$ cat config.mk
export PLATFORM = sky130hd
export DESIGN_NAME = uart_baud_ctrl
export DESIGN_NICKNAME = d
export VERILOG_FILES = /design/src/rtl/uart_baud_ctrl.sv
export SDC_FILE = /design/constraint.sdc
export NUM_CORES = 1
export LEC_CHECK = 0
export BUFFER_PORTS_ARGS = -buffer_cell sky130_fd_sc_hd__buf_2
export CAP_MARGIN = 40
export CORE_UTILIZATION = 30
export DETAILED_ROUTE_END_ITERATION = 12
export GPL_ROUTABILITY_DRIVEN = 0
export PLACE_DENSITY = 0.59
export SYNTH_ARGS = -nofsm -noshare
export SYNTH_HDL_FRONTEND = slang
export SYNTH_SLANG_ARGS = --single-unit
$ cat constraint.sdc
create_clock -name clk -period 5.15 [get_ports clk]
set_clock_uncertainty 0.15 [all_clocks]
set_input_delay 1.03 -clock clk [delete_from_list [all_inputs] [get_ports clk]]
set_output_delay 1.03 -clock clk [all_outputs]
set_load 0.005 [all_outputs]
$ cat src/rtl/uart_baud_ctrl.sv
// uart_baud_ctrl: UART baud-rate controller.
// Owns the divisor counter and produces the oversample tick, the TX bit tick
// and the RX mid-bit tick. A divisor write arriving while a frame is in flight
// is parked in a shadow register and applied once TX and RX are both idle.
// Optional build macro UART_BAUD_RXSYNC_EN adds the rx_resync input and a
// separate RX phase counter that is realigned on every RX start-bit edge.
module uart_baud_ctrl #(
   parameter int DIV_W       = 11,
   parameter int OVS         = 16,
   parameter int DEFAULT_DIV = 650,
   parameter int MIN_DIV     = 1
) (
   input  logic             clk,
   input  logic             reset,
   input  logic             enable,
   input  logic             cfg_wr,
   input  logic [DIV_W-1:0] cfg_div,
   input  logic             busy_tx,
   input  logic             busy_rx,
`ifdef UART_BAUD_RXSYNC_EN
   input  logic             rx_resync,
`endif
   output logic             os_tick,
   output logic             tx_bit_tick,
   output logic             rx_mid_tick,
   output logic [DIV_W-1:0] cur_div,
   output logic             cfg_pending,
   output logic             cfg_err
);

   localparam int               PH_W    = $clog2(OVS);
   localparam logic [PH_W-1:0]  PH_LAST = PH_W'(OVS - 1);
   localparam logic [PH_W-1:0]  PH_MID  = PH_W'(OVS / 2 - 1);
   localparam logic [PH_W-1:0]  PH_ONE  = PH_W'(1);
   localparam logic [DIV_W-1:0] CNT_ONE = DIV_W'(1);
   localparam logic [DIV_W-1:0] MIN_V   = DIV_W'(MIN_DIV);
   localparam logic [DIV_W-1:0] DEF_V   = DIV_W'(DEFAULT_DIV);

   typedef enum logic [1:0] {ST_OFF, ST_RUN, ST_HOLD} state_t;

   state_t           state, state_nxt;
   logic [DIV_W-1:0] cnt;
   logic [DIV_W-1:0] shadow;
   logic [DIV_W-1:0] apply_div;
   logic [PH_W-1:0]  ph;
   logic             idle, wr_ok, wr_bad;
   logic             apply, store;
   logic             run_cnt, wrap, resync, rx_hit;

   assign idle    = !busy_tx && !busy_rx;
   assign wr_bad  = cfg_wr && (cfg_div < MIN_V);
   assign wr_ok   = cfg_wr && !wr_bad;
   // Counters only advance in RUN/HOLD while enabled; an apply restarts them.
   assign run_cnt = (state != ST_OFF) && enable && !apply;
   assign wrap    = run_cnt && !resync && (cnt == cur_div);

`ifdef UART_BAUD_RXSYNC_EN
   logic [PH_W-1:0] rph;
   assign resync = rx_resync;
   assign rx_hit = (rph == PH_MID);
`else
   assign resync = 1'b0;
   assign rx_hit = (ph == PH_MID);
`endif

   // State register.
   always_ff @(posedge clk or posedge reset) begin
      if (reset) state <= ST_OFF;
      else       state <= state_nxt;
   end

   // Next state plus apply/store decisions for the divisor.
   always_comb begin
      state_nxt = state;
      apply     = 1'b0;
      store     = 1'b0;
      apply_div = shadow;
      case (state)
         ST_OFF: begin
            // Nothing is in flight while off, so a legal write lands at once;
            // a parked shadow is applied on the way back into RUN.
            if (wr_ok) begin
               apply     = 1'b1;
               apply_div = cfg_div;
            end else if (enable && cfg_pending) begin
               apply = 1'b1;
            end
            state_nxt = enable ? ST_RUN : ST_OFF;
         end
         ST_RUN, ST_HOLD: begin
            // A fresh write always beats the shadow (last writer wins).
            if (wr_ok && idle) begin
               apply     = 1'b1;
               apply_div = cfg_div;
               state_nxt = ST_RUN;
            end else if (wr_ok) begin
               store     = 1'b1;
               state_nxt = ST_HOLD;
            end else if (state == ST_HOLD && idle && enable) begin
               apply     = 1'b1;
               state_nxt = ST_RUN;
            end
            if (!enable) state_nxt = ST_OFF;
         end
         default: state_nxt = ST_OFF;
      endcase
   end

   // Divisor in use, shadow divisor and the pending flag.
   always_ff @(posedge clk or posedge reset) begin
      if (reset) begin
         cur_div     <= DEF_V;
         shadow      <= '0;
         cfg_pending <= 1'b0;
      end else begin
         if (apply) cur_div <= apply_div;
         if (store) shadow  <= cfg_div;
         if (apply)      cfg_pending <= 1'b0;
         else if (store) cfg_pending <= 1'b1;
      end
   end

   // Sticky error: set by an illegal write, cleared by the next legal one.
   always_ff @(posedge clk or posedge reset) begin
      if (reset)       cfg_err <= 1'b0;
      else if (wr_bad) cfg_err <= 1'b1;
      else if (wr_ok)  cfg_err <= 1'b0;
   end

   // Divisor counter, shared phase counter and the registered tick pulses.
   always_ff @(posedge clk or posedge reset) begin
      if (reset) begin
         cnt         <= '0;
         ph          <= '0;
         os_tick     <= 1'b0;
         tx_bit_tick <= 1'b0;
         rx_mid_tick <= 1'b0;
      end else begin
         os_tick     <= 1'b0;
         tx_bit_tick <= 1'b0;
         rx_mid_tick <= 1'b0;
         if (!run_cnt) begin
            cnt <= '0;
            ph  <= '0;
         end else if (resync) begin
            // Realign bit timing to the start edge; ph keeps TX cadence.
            cnt <= '0;
         end else if (wrap) begin
            cnt         <= '0;
            ph          <= ph + PH_ONE;
            os_tick     <= 1'b1;
            tx_bit_tick <= (ph == PH_LAST);
            rx_mid_tick <= rx_hit;
         end else begin
            cnt <= cnt + CNT_ONE;
         end
      end
   end

`ifdef UART_BAUD_RXSYNC_EN
   // RX phase counter, restarted on every start-bit edge.
   always_ff @(posedge clk or posedge reset) begin
      if (reset)                  rph <= '0;
      else if (!run_cnt || resync) rph <= '0;
      else if (wrap)              rph <= rph + PH_ONE;
   end
`endif

endmodule
# Yosys cells after proc, flatten, opt, wreduce, memory -nomap -nowiden
# Cells that the tools add are included.
totals:
  rom_bits: 0
  register_bits: 44
  latchBits: 0
  output_inout_bits: 16
  mem_bits_rw: 0
  wordCells: 71
  memories: 0
  inputBits: 17
classes:
  n_addsub: 2
  bitwise: 0
  n_reduce_logical: 19
  mux: 32
  n_mul: 0
  eq_ne: 7
  div_mod_pow: 0
  order_cmp: 1
  shifts: 0
ops:
  columns: ["op", "n"]
  rows:
  - ["$mux W11", 4]
  - ["$pmux W11 S2", 1]
  - ["$mux W1", 19]
  - ["$add A11 B1 Y11 const B", 1]
  - ["$eq A11 B11 Y1", 1]
  - ["$lt A11 B1 Y1 const B", 1]
  - ["$logic_and A1 B1 Y1", 10]
  - ["$mux W2", 4]
  - ["$mux W4", 2]
  - ["$reduce_bool A2 Y1", 3]
  - ["$ne A5 B5 Y1 const B", 1]
  - ["$add A4 B1 Y4 const B", 1]
  - ["$eq A4 B3 Y1 const B", 1]
  - ["$eq A4 B4 Y1 const B", 1]
  - ["$logic_not A1 Y1", 4]
  - ["$pmux W2 S2", 1]
  - ["$eq A2 B1 Y1 const B", 1]
  - ["$eq A2 B2 Y1 const B", 1]
  - ["$logic_not A2 Y1", 1]
  - ["$ne A2 B1 Y1 const B", 1]
  - ["$pmux W1 S2", 1]
  - ["$reduce_or A2 Y1", 1]

# Depth between registers and ports, before layout
logic_depth:
  depth_word: 13
  ltp_mapped: 7
  ltp_nobuf: 7

# Worst setup path before layout
# No wires, ideal clock.
synth_path:
  kind: "input -> register"
  start: "in cfg_div[6]"
  end: "reg shadow[0]"
  arrival_time_ps: 2199
  t_required_ps: 4873
  path_buffers: 1
  path_stages: 5
  path_slack_ps: 2673
  setup_time_ps: 127
  cell_sequence: "nor4_1 > a31o_2 > nor2_1 > buf_6 > mux2_1"
synth_via:
  elab_chain_cells: 7
  elab_cells_between_ends: 8
  cone_classes: "1 x order compare; 3 x mux; 4 x reduce/logical"
synth_lines:
  columns: ["item", "line_no", "rtl"]
  rows:
  - ["start: declaration", "17", "input logic [DIV_W-1:0] cfg_div,"]
  - ["$lt A11 B1 Y1 (*)", "51", "assign wr_bad = cfg_wr && (cfg_div < MIN_V);"]
  - ["$logic_and A1 B1 Y1 (*)", "51", null]
  - ["$logic_not A1 Y1 (*)", "52", "assign wr_ok = cfg_wr && !wr_bad;"]
  - ["$logic_and A1 B1 Y1 (*)", "52", null]
  - ["$mux W1 / $logic_and A1 B1 Y1 (equally long branches)", "96, 92", null]
  - ["$mux W1 (*)", "92", "if (wr_ok && idle) begin"]
  - ["$mux W1 (*)", "78", "case (state)"]
  - ["end signal: assignment", "117", "if (store) shadow <= cfg_div;"]
  - ["end: declaration", "43", "logic [DIV_W-1:0] shadow;"]
# Mark *: on every way between the ends. The rest lies on a longest branch, timed or not.
# A chain may end at the register's enable or synchronous reset.

# Worst setup path after layout
layout_path:
  start: "in cfg_div[6]"
  end: "reg cur_div[9]"
layout_via:
  elab_chain_cells: 7
  elab_cells_between_ends: 12
  cone_classes: "1 x order compare; 7 x mux; 4 x reduce/logical"
layout_lines:
  columns: ["item", "line_no", "rtl"]
  rows:
  - ["$lt A11 B1 Y1 (*)", "51", null]
  - ["$logic_and A1 B1 Y1 (*)", "51", null]
  - ["$logic_not A1 Y1 (*)", "52", null]
  - ["$logic_and A1 B1 Y1 (*)", "52", null]
  - ["$mux W1 / $logic_and A1 B1 Y1 (equally long branches)", "96, 92", null]
  - ["$mux W1 / $mux W11 (equally long branches)", "92", null]
  - ["$pmux W1 S2 / $pmux W11 S2 (equally long branches)", "78", null]
  - ["end signal: assignment", "116", "if (apply) cur_div <= apply_div;"]
  - ["end: declaration", "26", "output logic [DIV_W-1:0] cur_div,"]
# Marked as above.

==> reports/qor.yml <==
r2r_end: "shadow[4]$_DFFE_PP0P_"
start_util_pct: 31.5
crit_type: "input port to flip-flop"
hold-path-endpoint: "rx_mid_tick$_DFF_PP0_"
drv_cap: 0
crit_arrival_ns: 2.91
rsz0062_at_grt: "false"
hpwl_microns: 3410
seq_area_frac_synth_pct: 51.0
dr.pass1.iters: 4
run_status: "complete, no violations"
synthSimpleGateAreaFrac_pct: 14.6
power_mw: 1.10
worstReg2RegStart: "state[1]$_DFFE_PP0P_"
drive_gt1_share_pct: 22.2
post_drt_via_cell_ratio: 4.85
placedCellCount: 331
synth_xor_area_share_pct: 8.49
syn_avg_cell_area_sq_um: 10.5
ant_nets: 0
cts_buffers: 5
drt-initial-drc-count: 59
startpoint_type: "input port"
cp.required_ns: 5.23
ys.flop_type: "dfrtp_1"
ir_drop_mv: 0.161
drv_slew: 0
cts.path.max_buffers: 2
grt_usage_pct: 13.2
num_antenna_cells: 0
antenna_found_initial: 0
num_io_pins: 33
p_per_area_nw_per_um2: 431
setup_viol_count_final: 0
place_ws_ns: 2.02
grt_max_degree: 45
final_hold_viol_count: 0
hold_start: "ph[3]$_DFFE_PP0P_"
post-cts-setup-buffer-count: 0
tightest_slew_ns: 0.734
port_buffers: 32
synth_mux_area_share_pct: 6.70
hp-class: "flip-flop to flip-flop"
mostFrequentLayoutCell: "dfrtp_1"
synth_fp_nets: 228
area_growth_pct: 17.7
power.leakage_nw: 1.16
vias: 1643
seq_power_share_pct: 47.5
holdWs_ns: 0.335
ys_types: 38
final_cell_mix: "dfrtp_1, buf_2, nor2_1"
synth_edf_count: 0
synthCells: 206
nFillCells: 693
num_rows: 30
synth_compound_area_share_pct: 13.4
cp-end-kind: "flip-flop"
finalCritPeriodShare_pct: 55.1
fin_crit_ns: 2.84
layout_setup_ws_ns: 2.31
r2r_slack_ns: 2.80
design.die.area_sq_um: 7570
pwr-share-clk_pct: 24.6
setup_tns_ns: 0
nNetsFinal: 264
synth_seq_cells: 44
comb_power_share_pct: 27.9
tritoncts: "done"
cts_resized: 0
htree_levels: 2
grt_pass1_vias: 1578
synth_top_family_by_area: "simple AND/OR/NAND/NOR gates"
cts_root_buffer: "clkbuf_8"
hold_buffers: 0
netlist_area_sq_um: 2170
grt_overflow: 0
cts_sinks: 44
slew_headroom_pct: 50.9
hold_depth: 1
async_flop_share_pct: 100
switching_share_pct: 33.2
final_cells: 339
grt_pass1_wl_microns: 7680
insertion_delay_ns: 0.31
drt_drc_violations_left: 0
p_int_uw: 734
path_max_fanout: 23
clk_pin_slew_ns: 0.09
core_sq_um: 6870
synth_fa_ha_area_share_pct: 2.89
fp.dieH_microns: 87.0
die_x_microns: 87.0
rr_worst_depth: 6
wirelength_microns: 4500
route.detailed.wl_per_inst_microns: 13.3
power.switching_uw: 365
yosysWarnings: 0
clock.fmax_mhz: 352
==> logic make-up after synthesis <==
logic type / Yosys count
xor gates and xnor gates: 21
adders and majority gates: 5
and+or+nand+nor: 65
AOI/OAI and AO/OA: 44
muxes: 13
buffers and inverters: 14
DFF: 44
==> cell type report <==
| class | count | area (sq um) | area share [%] |
|---|---|---|---|
| tap | 96 | 120 | 4.71 |
| inverter | 9 | 33.8 | 1.32 |
| multi-input combinational | 148 | 998 | 39.2 |
| clock buffer | 5 | 68.8 | 2.70 |
| clock inverter | 3 | 47.5 | 1.86 |
| timing repair buffer | 34 | 175 | 6.87 |
| sequential | 44 | 1110 | 43.4 |
==> cell usage after synthesis (all sizes together) (2+ instances only) <==
cell	count	share of area, %
dfstp	4	4.8
a31oi	3	0.87
o21ai	14	3.2
xor2	15	6.1
inv	9	1.6
dfrtp	40	46
o21a	2	0.69
nor2	22	3.8
and3	2	0.58
a21oi	6	1.6
a22oi	11	3.8
a32oi	3	1.2
nand2b	2	0.58
mux2	12	6.2
xnor2	6	2.4
nor4	5	2.0
buf	3	0.98
nand3	7	1.8
nor3	3	0.69
ha	5	2.9
nand2	18	3.1
nand4	3	0.87
clkbuf	2	0.35
==> worst max-delay path by stage <==
stage / endpoint / startpoint / cells past startpoint
after detailed placement: cur_div[9]$_DFFE_PP1P_ / cfg_div[6] / 6
final: cur_div[9]$_DFFE_PP1P_ / cfg_div[6] / 6
after CTS: cur_div[9]$_DFFE_PP1P_ / cfg_div[6] / 6
after global routing: cur_div[10]$_DFFE_PP0P_ / cfg_div[8] / 6
after global placement: cur_div[10]$_DFFE_PP0P_ / cfg_div[6] / 5
after floorplan: shadow[0]$_DFFE_PP0P_ / cfg_div[6] / 5
==> flip-flops by register name (all words and copies together) (netlist names) <==
name	count
cur_div	11
ph	4
cfg_pending	1
tx_bit_tick	1
state	2
cfg_err	1
rx_mid_tick	1
cnt	11
shadow	11
os_tick	1
==> power groups by stage <==
stage          registers (mW)  logic [mW]  clock network, mW
6_report                0.522       0.307              0.270
5_1_grt                 0.536       0.348              0.296
4_1_cts                 0.524       0.312              0.279
3_5_place_dp            0.531       0.311                  0
3_3_place_gp            0.528       0.303                  0
2_1_floorplan           0.512       0.208                  0
==> routing by layer <==
metal | part of all wire (%) | global-route usage, % | up-vias
li1 | - | - | 805
met1 | 46 | 16.7 | 783
met2 | 47 | 21.6 | 48
met3 | 5.6 | 3.32 | 7
met4 | 1.6 | 5.45 | 0
met5 | 0 | 0 | -
==> worst max-delay path, stage by stage <==
cell,delay (ns)
buf_2,0.11
nor4_1,0.55
a31o_2,0.32
o32a_1,0.62
a31oi_1,0.09
a22oi_1,0.19
==> stage by stage <==
step | util (%) | area [sq um]
6_report | 37.1 | 2550
5_1_grt | 37.1 | 2550
4_1_cts | 37.1 | 2550
3_5_place_dp | 35.4 | 2430
3_3_place_gp | 35.3 | 2430
2_1_floorplan | - | 2170
Power figures use the tool's default switching activity.
